==> src/rtl/result_vector_collector.sv <==
// Collects scalar accumulator results, applies optional ReLU and signed saturation,
// packs VEC_LEN elements per vector and buffers vectors in a first-word-fall-through FIFO.
module result_vector_collector #(
  parameter int unsigned IN_W       = 20,
  parameter int unsigned OUT_W      = 8,
  parameter int unsigned VEC_LEN    = 3,
  parameter int unsigned FIFO_DEPTH = 4
) (
  input  logic                             clk,
  input  logic                             rst,
  input  logic                             in_valid,
  output logic                             in_ready,
  input  logic [IN_W-1:0]                  in_data,
  input  logic                             relu_en,
  output logic                             out_valid,
  input  logic                             out_ready,
  output logic [VEC_LEN*OUT_W-1:0]         out_data,
  output logic [VEC_LEN-1:0]               out_sat,
  output logic [$clog2(FIFO_DEPTH+1)-1:0]  fifo_level
);

  localparam int unsigned IDX_W = (VEC_LEN > 1) ? $clog2(VEC_LEN) : 1;
  localparam int unsigned PTR_W = (FIFO_DEPTH > 1) ? $clog2(FIFO_DEPTH) : 1;
  localparam int unsigned LVL_W = $clog2(FIFO_DEPTH + 1);
  localparam int unsigned VEC_W = VEC_LEN * OUT_W;

  localparam logic [IDX_W-1:0] LAST_IDX  = IDX_W'(VEC_LEN - 1);
  localparam logic [LVL_W-1:0] FULL_LVL  = LVL_W'(FIFO_DEPTH);
  localparam logic [PTR_W-1:0] LAST_PTR  = PTR_W'(FIFO_DEPTH - 1);

  // Saturation bounds of the OUT_W signed range, expressed at IN_W width
  localparam logic signed [IN_W-1:0] MAX_IN = {{(IN_W-OUT_W+1){1'b0}}, {(OUT_W-1){1'b1}}};
  localparam logic signed [IN_W-1:0] MIN_IN = ~MAX_IN;
  localparam logic [OUT_W-1:0]       MAX_OUT = {1'b0, {(OUT_W-1){1'b1}}};
  localparam logic [OUT_W-1:0]       MIN_OUT = {1'b1, {(OUT_W-1){1'b0}}};

  typedef enum logic [1:0] {
    IDLE,
    COLLECT,
    STALL
  } state_e;

  state_e                          state_q, state_d;
  logic [IDX_W-1:0]                idx_q, idx_d;
  logic [LVL_W-1:0]                level_q, level_d;
  logic [PTR_W-1:0]                wr_ptr_q, wr_ptr_d;
  logic [PTR_W-1:0]                rd_ptr_q, rd_ptr_d;

  logic [VEC_LEN-1:0][OUT_W-1:0]   lane_q;
  logic [VEC_LEN-1:0]              lane_sat_q;
  logic [VEC_W-1:0]                mem_q     [FIFO_DEPTH];
  logic [VEC_LEN-1:0]              sat_mem_q [FIFO_DEPTH];

  logic                            accept_c;
  logic                            pop_c;
  logic                            push_c;
  logic                            last_c;
  logic [OUT_W-1:0]                elem_c;
  logic                            elem_sat_c;
  logic [VEC_LEN-1:0][OUT_W-1:0]   push_vec_c;
  logic [VEC_LEN-1:0]              push_sat_c;

  function automatic logic [PTR_W-1:0] ptr_inc(input logic [PTR_W-1:0] p);
    return (p == LAST_PTR) ? '0 : p + PTR_W'(1);
  endfunction

  // Element conversion: ReLU wins over saturation, so a clamped negative never flags
  always_comb begin
    elem_c     = in_data[OUT_W-1:0];
    elem_sat_c = 1'b0;
    if (relu_en && in_data[IN_W-1]) begin
      elem_c = '0;
    end else if ($signed(in_data) > MAX_IN) begin
      elem_c     = MAX_OUT;
      elem_sat_c = 1'b1;
    end else if ($signed(in_data) < MIN_IN) begin
      elem_c     = MIN_OUT;
      elem_sat_c = 1'b1;
    end
  end

  // Vector to push: assembled lanes with the in-flight element merged at its lane
  always_comb begin
    push_vec_c = lane_q;
    push_sat_c = lane_sat_q;
    for (int unsigned i = 0; i < VEC_LEN; i++) begin
      if (idx_q == IDX_W'(i)) begin
        push_vec_c[i] = elem_c;
        push_sat_c[i] = elem_sat_c;
      end
    end
  end

  // Handshake-side outputs depend only on registered state
  assign in_ready   = (state_q != STALL);
  assign out_valid  = (level_q != '0);
  assign out_data   = mem_q[rd_ptr_q];
  assign out_sat    = sat_mem_q[rd_ptr_q];
  assign fifo_level = level_q;

  // Next-state and datapath control
  always_comb begin
    accept_c = 1'b0;
    pop_c    = 1'b0;
    push_c   = 1'b0;
    last_c   = 1'b0;
    idx_d    = idx_q;
    level_d  = level_q;
    wr_ptr_d = wr_ptr_q;
    rd_ptr_d = rd_ptr_q;
    state_d  = state_q;

    accept_c = in_valid && in_ready;
    pop_c    = out_valid && out_ready;
    last_c   = (idx_q == LAST_IDX);
    push_c   = accept_c && last_c;

    if (accept_c) begin
      idx_d = last_c ? '0 : idx_q + IDX_W'(1);
    end
    if (push_c) begin
      wr_ptr_d = ptr_inc(wr_ptr_q);
    end
    if (pop_c) begin
      rd_ptr_d = ptr_inc(rd_ptr_q);
    end

    case ({push_c, pop_c})
      2'b10:   level_d = level_q + LVL_W'(1);
      2'b01:   level_d = level_q - LVL_W'(1);
      default: level_d = level_q;
    endcase

    // STALL takes priority so VEC_LEN==1 also blocks on a full FIFO
    if ((idx_d == LAST_IDX) && (level_d == FULL_LVL)) begin
      state_d = STALL;
    end else if (idx_d == '0) begin
      state_d = IDLE;
    end else begin
      state_d = COLLECT;
    end
  end

  always_ff @(posedge clk or posedge rst) begin
    if (rst) begin
      state_q  <= IDLE;
      idx_q    <= '0;
      level_q  <= '0;
      wr_ptr_q <= '0;
      rd_ptr_q <= '0;
    end else begin
      state_q  <= state_d;
      idx_q    <= idx_d;
      level_q  <= level_d;
      wr_ptr_q <= wr_ptr_d;
      rd_ptr_q <= rd_ptr_d;
    end
  end

  // Assembly lanes
  always_ff @(posedge clk or posedge rst) begin
    if (rst) begin
      lane_q     <= '0;
      lane_sat_q <= '0;
    end else begin
      for (int unsigned i = 0; i < VEC_LEN; i++) begin
        if (accept_c && (idx_q == IDX_W'(i))) begin
          lane_q[i]     <= elem_c;
          lane_sat_q[i] <= elem_sat_c;
        end
      end
    end
  end

  // Vector storage
  always_ff @(posedge clk or posedge rst) begin
    if (rst) begin
      for (int unsigned i = 0; i < FIFO_DEPTH; i++) begin
        mem_q[i]     <= '0;
        sat_mem_q[i] <= '0;
      end
    end else if (push_c) begin
      mem_q[wr_ptr_q]     <= push_vec_c;
      sat_mem_q[wr_ptr_q] <= push_sat_c;
    end
  end

endmodule
==> config.mk <==
export PLATFORM = sky130hd
export DESIGN_NAME = result_vector_collector
export DESIGN_NICKNAME = d
export VERILOG_FILES = /design/src/rtl/result_vector_collector.sv
export SDC_FILE = /design/constraint.sdc
export NUM_CORES = 1
export LEC_CHECK = 0
export CAP_MARGIN = 15
export CORE_MARGIN = 5
export CORE_UTILIZATION = 25
export DETAILED_ROUTE_END_ITERATION = 16
export GPL_TIMING_DRIVEN = 0
export HOLD_SLACK_MARGIN = 0.15
export PLACE_DENSITY_LB_ADDON = 0.25
export SLEW_MARGIN = 30
export SYNTH_ARGS = -nofsm -noshare
export SYNTH_HDL_FRONTEND = slang
export SYNTH_SLANG_ARGS = --single-unit
==> constraint.sdc <==
create_clock -name clk -period 5.5 [get_ports clk]
set_input_delay 0.825 -clock clk [delete_from_list [all_inputs] [get_ports clk]]
set_output_delay 0.825 -clock clk [all_outputs]
set_load 0.05 [all_outputs]
==> results.sh, run 1 <==
export IMPL_outcome="completed"
export IMPL_crit_fanout=10
export IMPL_clk_latency_ns=0.42
export IMPL_syn_instance_count=603
export IMPL_hp_class="flop to flop"
export IMPL_detail_route_first_pass_iterations=4
export IMPL_cts_tree="built"
export IMPL_avgSynthCellArea_um2=10.7
export IMPL_synth_edf_count=0
export IMPL_grt_max_degree=77
export IMPL_ant_nets=0
export IMPL_synth_mux_area_frac=0.0992
export IMPL_route_detailed_drc=0
export IMPL_diodes=0
export IMPL_synth_fp_nets=635
export IMPL_routed_via_count=4799
export IMPL_min_period_ns=3.88
export IMPL_wl_per_cell_um=18.4
export IMPL_relSlewSlack=0.457
export IMPL_via_per_inst=4.70
export IMPL_syn2layout_area_growth_pct=24.5
export IMPL_grt_first_pass_wirelength_mm=29.6
export IMPL_fp_dieH_um=171
export IMPL_async_flop_share=1.00
export IMPL_start_util=0.255
export IMPL_crit_type="flop to output pin"
export IMPL_synth_ff_latch_count=137
export IMPL_rows=58
export IMPL_gp_congestion=0.774
export IMPL_cts_repair_resize_count=0
export IMPL_fin_hold_ws_ns=0.468
export IMPL_netlist_area_mm2=0.00646
export IMPL_cts_hold_buf=0
export IMPL_grt_pass1_vias=4981
export IMPL_coreArea_mm2=0.0253
export IMPL_place_port_buffers=55
export IMPL_fmaxAchievable_mhz=257
export IMPL_grtUsageTotal=0.134
export IMPL_synthAdderAreaFrac=0.0147
export IMPL_maxCapViolCount=0
export IMPL_ys_warn_count=0
export IMPL_hold_violations=0
export IMPL_nets=710
export IMPL_die_w_um=171
export IMPL_root_buffer="clkbuf_16"
export IMPL_place_ws_ns=2.02
export IMPL_synth_top_area_cell="dfrtp_1"
export IMPL_synth_cell_types=45
export IMPL_crit_path_end_kind="output pin"
export IMPL_grt_overflow_total=0
export IMPL_antenna_found_initial=1
export IMPL_hold_path_cell_count=2
export IMPL_rsz0062_at_grt="no"
export IMPL_ys_dominant_reg_cell="dfrtp_1"
export IMPL_finalPower_w=0.00514
export IMPL_synthXorXnorAreaFrac=0.00407
export IMPL_start_kind="flop"
export IMPL_drtIter0Drc=337
export IMPL_htree_num_levels=4
export IMPL_numCtsBuffers=17
export IMPL_finalSetupViolCount=0
export IMPL_place_detailed_hpwl_mm=12.9
export IMPL_ff2ff_path_depth=9
export IMPL_drive_gt1_frac=0.156
export IMPL_dieArea_mm2=0.0291
export IMPL_clk_path_buf_depth=2
export IMPL_period_share=0.706
export IMPL_slew_viol_final=0
export IMPL_arrival_ns=3.06
export IMPL_cts_sinks=137
export IMPL_r2r_slack_ns=3.20
export IMPL_worstPathRequired_ns=4.68
export IMPL_layout_setup_ws_ns=1.62
export IMPL_ys_seq_area_frac=0.531
export IMPL_ys_top_cells_by_count="nand2_1, dfrtp_1, a211o_1"
export IMPL_wl_mm=18.8
export IMPL_clkTransAtPathRegs_ns=0.05
export IMPL_synthSimpleGateAreaFrac=0.220
export IMPL_fin_skew_ns=0.00560
export IMPL_synth_area_leaders="dfrtp_1, nand2_1, mux4_2, a211o_1, and3_1"
export IMPL_synth_compound_area_frac=0.0849
export IMPL_synth_top_area_frac=0.531
export IMPL_powerDensity_mw_per_mm2=640
export IMPL_yosysMostFrequentCell="nand2_1"
export IMPL_postCtsSetupBuffers=0
export IMPL_worstMarginPinSlew_ns=0.811
export IMPL_synth_top_family_by_area="simple AND/OR/NAND/NOR gates"
export IMPL_leakage_nw=4.11
export IMPL_ios=57
export IMPL_peakVddDrop_uv=246
[worst max-delay path: stages (launching register included)]
cell and delay [ns]:
dfrtp_1 0.34, buf_2 0.41, buf_2 0.41, buf_2 0.37
mux4_2 0.39, clkdlybuf4s50_1 0.72
[flip-flops by register name, summed over array words and instances, names as in the netlist]
register and cells:
state_q 2, wr_ptr_q 2, lane_sat_q 2, rd_ptr_q 2, sat_mem_q 12, mem_q 96
lane_q 16, idx_q 2, fifo_level 3
[report_power, final]
part	switching, W	internal [W]	total (W)
clock	0.000425	0.000693	0.00112
combinational	0.00133	0.000927	0.00226
sequential	0.000309	0.00146	0.00177
total	0.00207	0.00308	0.00514
[per-stage QoR]
| stage | TNS [ns] | utilization | cell area [µm²] | cells |
|---|---|---|---|---|
| 2_1_floorplan | 0 | - | 6460 | 603 |
| 3_3_place_gp | -176.80 | 0.293 | 7420 | 988 |
| 3_5_place_dp | 0 | 0.294 | 7450 | 989 |
| 4_1_cts | 0 | 0.317 | 8040 | 1021 |
| 5_1_grt | 0 | 0.317 | 8040 | 1021 |
| 6_report | 0 | 0.317 | 8040 | 1021 |
[path summary, 6_finish.rpt]
path	end	start
max	out_sat[0]	rd_ptr_q[1]
min	mem_q[55]	mem_q[55]
max reg2reg	state_q[1]	fifo_level[0]
min reg2reg	mem_q[55]	mem_q[55]
max in group asynchronous	mem_q[65]	rst
min in group asynchronous	sat_mem_q[10]	rst
[cell usage in the layout, fill, tap and decap left out, drive strengths merged, types with 2 or more instances in the layout]
| cell | instances |
|---|---|
| mux4 | 27 |
| a211o | 48 |
| nand4 | 3 |
| dfrtp | 137 |
| or3 | 2 |
| clkinv | 4 |
| nor2b | 2 |
| and2 | 4 |
| nor2 | 10 |
| inv | 11 |
| nand2 | 218 |
| xor2 | 2 |
| buf | 20 |
| o21ai | 12 |
| clkdlybuf4s50 | 55 |
| nor4 | 3 |
| a21oi | 2 |
| nand3 | 6 |
| ha | 6 |
| mux2 | 2 |
| clkbuf | 48 |
| nor3 | 7 |
| and3 | 50 |
[final cells by class]
| type | instances | area [µm²] |
|---|---|---|
| Fill cell | 2584 | 17300 |
| Sequential cell | 137 | 3430 |
| Multi-Input combinational cell | 414 | 2730 |
| Timing Repair Buffer | 56 | 578 |
| Clock buffer | 26 | 519 |
| Tap cell | 330 | 413 |
| Buffer | 41 | 258 |
| Clock inverter | 6 | 61.3 |
| Inverter | 11 | 48.8 |
[routing by layer]
| metal | vias to the layer above | wire (µm) | GRT usage |
|---|---|---|---|
| li1 | 2230 | - | - |
| met1 | 2403 | 8820 | 0.189 |
| met2 | 146 | 8710 | 0.209 |
| met3 | 18 | 1090 | 0.0337 |
| met4 | 2 | 181 | 0.0337 |
| met5 | - | 13 | 0 |
[kinds of logic after synthesis]
kind of cell               count (synthesis)
DFF                                      137
adders and majority gates                  7
xor gates and xnor gates                   3
buffers and inverters                     52
muxes                                     30
AOI/OAI and AO/OA                         66
and+or+nand+nor                          308
(Power assumes the default switching activity.)
==> inputs of run 2 (changes only) <==
==> constraint.sdc (replaced) <==
create_clock -name clk -period 3.8 [get_ports clk]
set_input_delay 0.57 -clock clk [delete_from_list [all_inputs] [get_ports clk]]
set_output_delay 0.57 -clock clk [all_outputs]
set_load 0.05 [all_outputs]
==> run 2 against run 1 <==
Effect of this change: clock power is 51% higher; non-clock buffer count is 4 higher; final cell count is 0.29% higher; flip-flop and latch count stayed put; clock skew is 0.0044 ns higher; cell area is 1.2% higher; clock-buffer cell count is 2 lower; global-route usage hardly changed; power is 46% higher; worst hold slack better by 0.0014 ns; sequential power is 44% higher; largest power group unchanged.
==> results.sh, run 2 (synthesis gave the netlist of run 1 again) <==
export IMPL_drtIter0Drc=357
export IMPL_peakVddDrop_uv=374
export IMPL_cp_slowest_stage_delay_ns=0.72
export IMPL_antenna_found_initial=0
export IMPL_grt_max_degree=29
export IMPL_slew_viol_final=0
export IMPL_cts_repair_resize_count=0
export IMPL_period_share=0.953
export IMPL_place_detailed_hpwl_mm=12.8
export IMPL_clk_latency_ns=0.42
export IMPL_numCtsBuffers=17
export IMPL_regMostFlops="mem_q"
export IMPL_ios=57
export IMPL_root_buffer="clkbuf_16"
export IMPL_cp_common_cell="buf_2"
export IMPL_placed_cells=993
export IMPL_path_cells="buf_2, buf_2, buf_2, mux4_2, clkdlybuf4s50_1"
export IMPL_worstPathRequired_ns=3.23
export IMPL_ant_nets=0
export IMPL_largestRegisters="mem_q (96), lane_q (16), sat_mem_q (12)"
export IMPL_powerDensity_mw_per_mm2=925
export IMPL_nFillCells=2569
export IMPL_finalSetupViolCount=0
export IMPL_grt_pass1_vias=4958
export IMPL_final_common_cell="nand2_1"
export IMPL_postCtsSetupBuffers=0
export IMPL_fin_setup_tns_ns=0
export IMPL_coreArea_mm2=0.0253
export IMPL_cts_tree="built"
export IMPL_relSlewSlack=0.484
export IMPL_wl_per_cell_um=18.1
export IMPL_final_cell_mix="nand2_1, dfrtp_1, clkdlybuf4s50_1"
export IMPL_hp_class="flop to flop"
export IMPL_clkTransAtPathRegs_ns=0.05
export IMPL_routed_via_count=4742
export IMPL_worstMarginPinSlew_ns=0.769
export IMPL_wl_mm=18.6
export IMPL_drive_gt1_frac=0.159
export IMPL_dieArea_mm2=0.0291
export IMPL_grtUsageTotal=0.134
export IMPL_min_period_ns=3.62
export IMPL_gp_congestion=0.784
export IMPL_maxCapViolCount=0
export IMPL_hold_path_cell_count=2
export IMPL_leakage_nw=4.15
export IMPL_finalPower_w=0.00752
export IMPL_grt_first_pass_wirelength_mm=29.6
export IMPL_diodes=0
export IMPL_htree_num_levels=4
export IMPL_detail_route_first_pass_iterations=4
export IMPL_die_w_um=171
export IMPL_fp_dieH_um=171
export IMPL_largest_reg_flops=96
export IMPL_place_port_buffers=55
export IMPL_route_detailed_drc=0
export IMPL_crit_fanout=10
export IMPL_crit_type="flop to output pin"
export IMPL_start_kind="flop"
export IMPL_cts_hold_buf=0
export IMPL_hold_violations=0
export IMPL_rsz0062_at_grt="no"
export IMPL_clk_path_buf_depth=2
export IMPL_rows=58
export IMPL_worst_path_max_delay_cell="clkdlybuf4s50_1"
export IMPL_via_per_inst=4.63
export IMPL_fin_skew_ns=0.00999
export IMPL_nets=714
export IMPL_arrival_ns=3.05
export IMPL_start_util=0.255
export IMPL_ff2ff_path_depth=9
export IMPL_crit_path_end_kind="output pin"
export IMPL_fin_cells=1024
export IMPL_grt_overflow_total=0
export IMPL_fmaxAchievable_mhz=276
export IMPL_outcome="completed"
export IMPL_cts_sinks=137
export IMPL_syn2layout_area_growth_pct=25.9
==> run 2: routing by layer <==
| layer | track usage | vias up | part of all wire |
|---|---|---|---|
| met3 | 0.0349 | 9 | 0.064 |
| met4 | 0.0410 | 0 | 0.0074 |
| met5 | 0 | - | 0 |
| li1 | - | 2236 | - |
| met1 | 0.190 | 2369 | 0.47 |
| met2 | 0.202 | 128 | 0.46 |
==> run 2: worst paths after layout <==
kind	start	to	slack [ns]
worst min-delay path	sat_mem_q[3]	sat_mem_q[3]	0.47
max in group asynchronous	rst	mem_q[88]	2.55
worst max register to register	fifo_level[0]	state_q[1]	1.47
min in group asynchronous	rst	sat_mem_q[10]	0.53
worst min register to register	sat_mem_q[3]	sat_mem_q[3]	0.47
worst max-delay path	rd_ptr_q[1]	out_sat[0]	0.18
==> run 2: power by group <==
group / internal [W] / switching, W / total [W]
sequential: 0.00211 / 0.000446 / 0.00255
clock: 0.00108 / 0.000613 / 0.00169
combinational: 0.00135 / 0.00192 / 0.00327
==> run 2: final cells by class <==
| cell class | count | area [µm²] | area share |
|---|---|---|---|
| Clock inverter | 7 | 116 | 0.0143 |
| Multi-Input combinational cell | 414 | 2730 | 0.336 |
| Clock buffer | 24 | 482 | 0.0593 |
| Timing Repair Buffer | 60 | 658 | 0.0810 |
| Tap cell | 330 | 413 | 0.0508 |
| Sequential cell | 137 | 3430 | 0.422 |
| Inverter | 11 | 45.0 | 0.00554 |
| Buffer | 41 | 258 | 0.0317 |
==> run 2: metrics by stage <==
step,cell area (µm²),setup slack [ns],hold WS (ns),utilization
after global routing,8130,0.0670,0.487,0.321
after global placement,7420,0.0615,0.454,0.293
after floorplan,6460,1.12,0.440,-
final,8130,0.179,0.470,0.321
after detailed placement,7530,0.588,0.457,0.297
after CTS,8130,0.140,0.472,0.321
==> run 2: worst max-delay path, delay by kind of cell, from the launching register on <==
family | cells | cell delay (ns)
buffers and inverters | 4 | 1.91
muxes | 1 | 0.38
DFF | 1 | 0.34
==> inputs of run 3 (changes only) <==
--- a/config.mk
+++ b/config.mk
@@ -10,7 +10,6 @@
 export CORE_UTILIZATION = 25
 export DETAILED_ROUTE_END_ITERATION = 16
 export GPL_TIMING_DRIVEN = 0
-export HOLD_SLACK_MARGIN = 0.15
 export PLACE_DENSITY_LB_ADDON = 0.25
 export SLEW_MARGIN = 30
 export SYNTH_ARGS = -nofsm -noshare
==> results of run 3 <==
Final layout, timing and power as in run 2 (identical DEF).
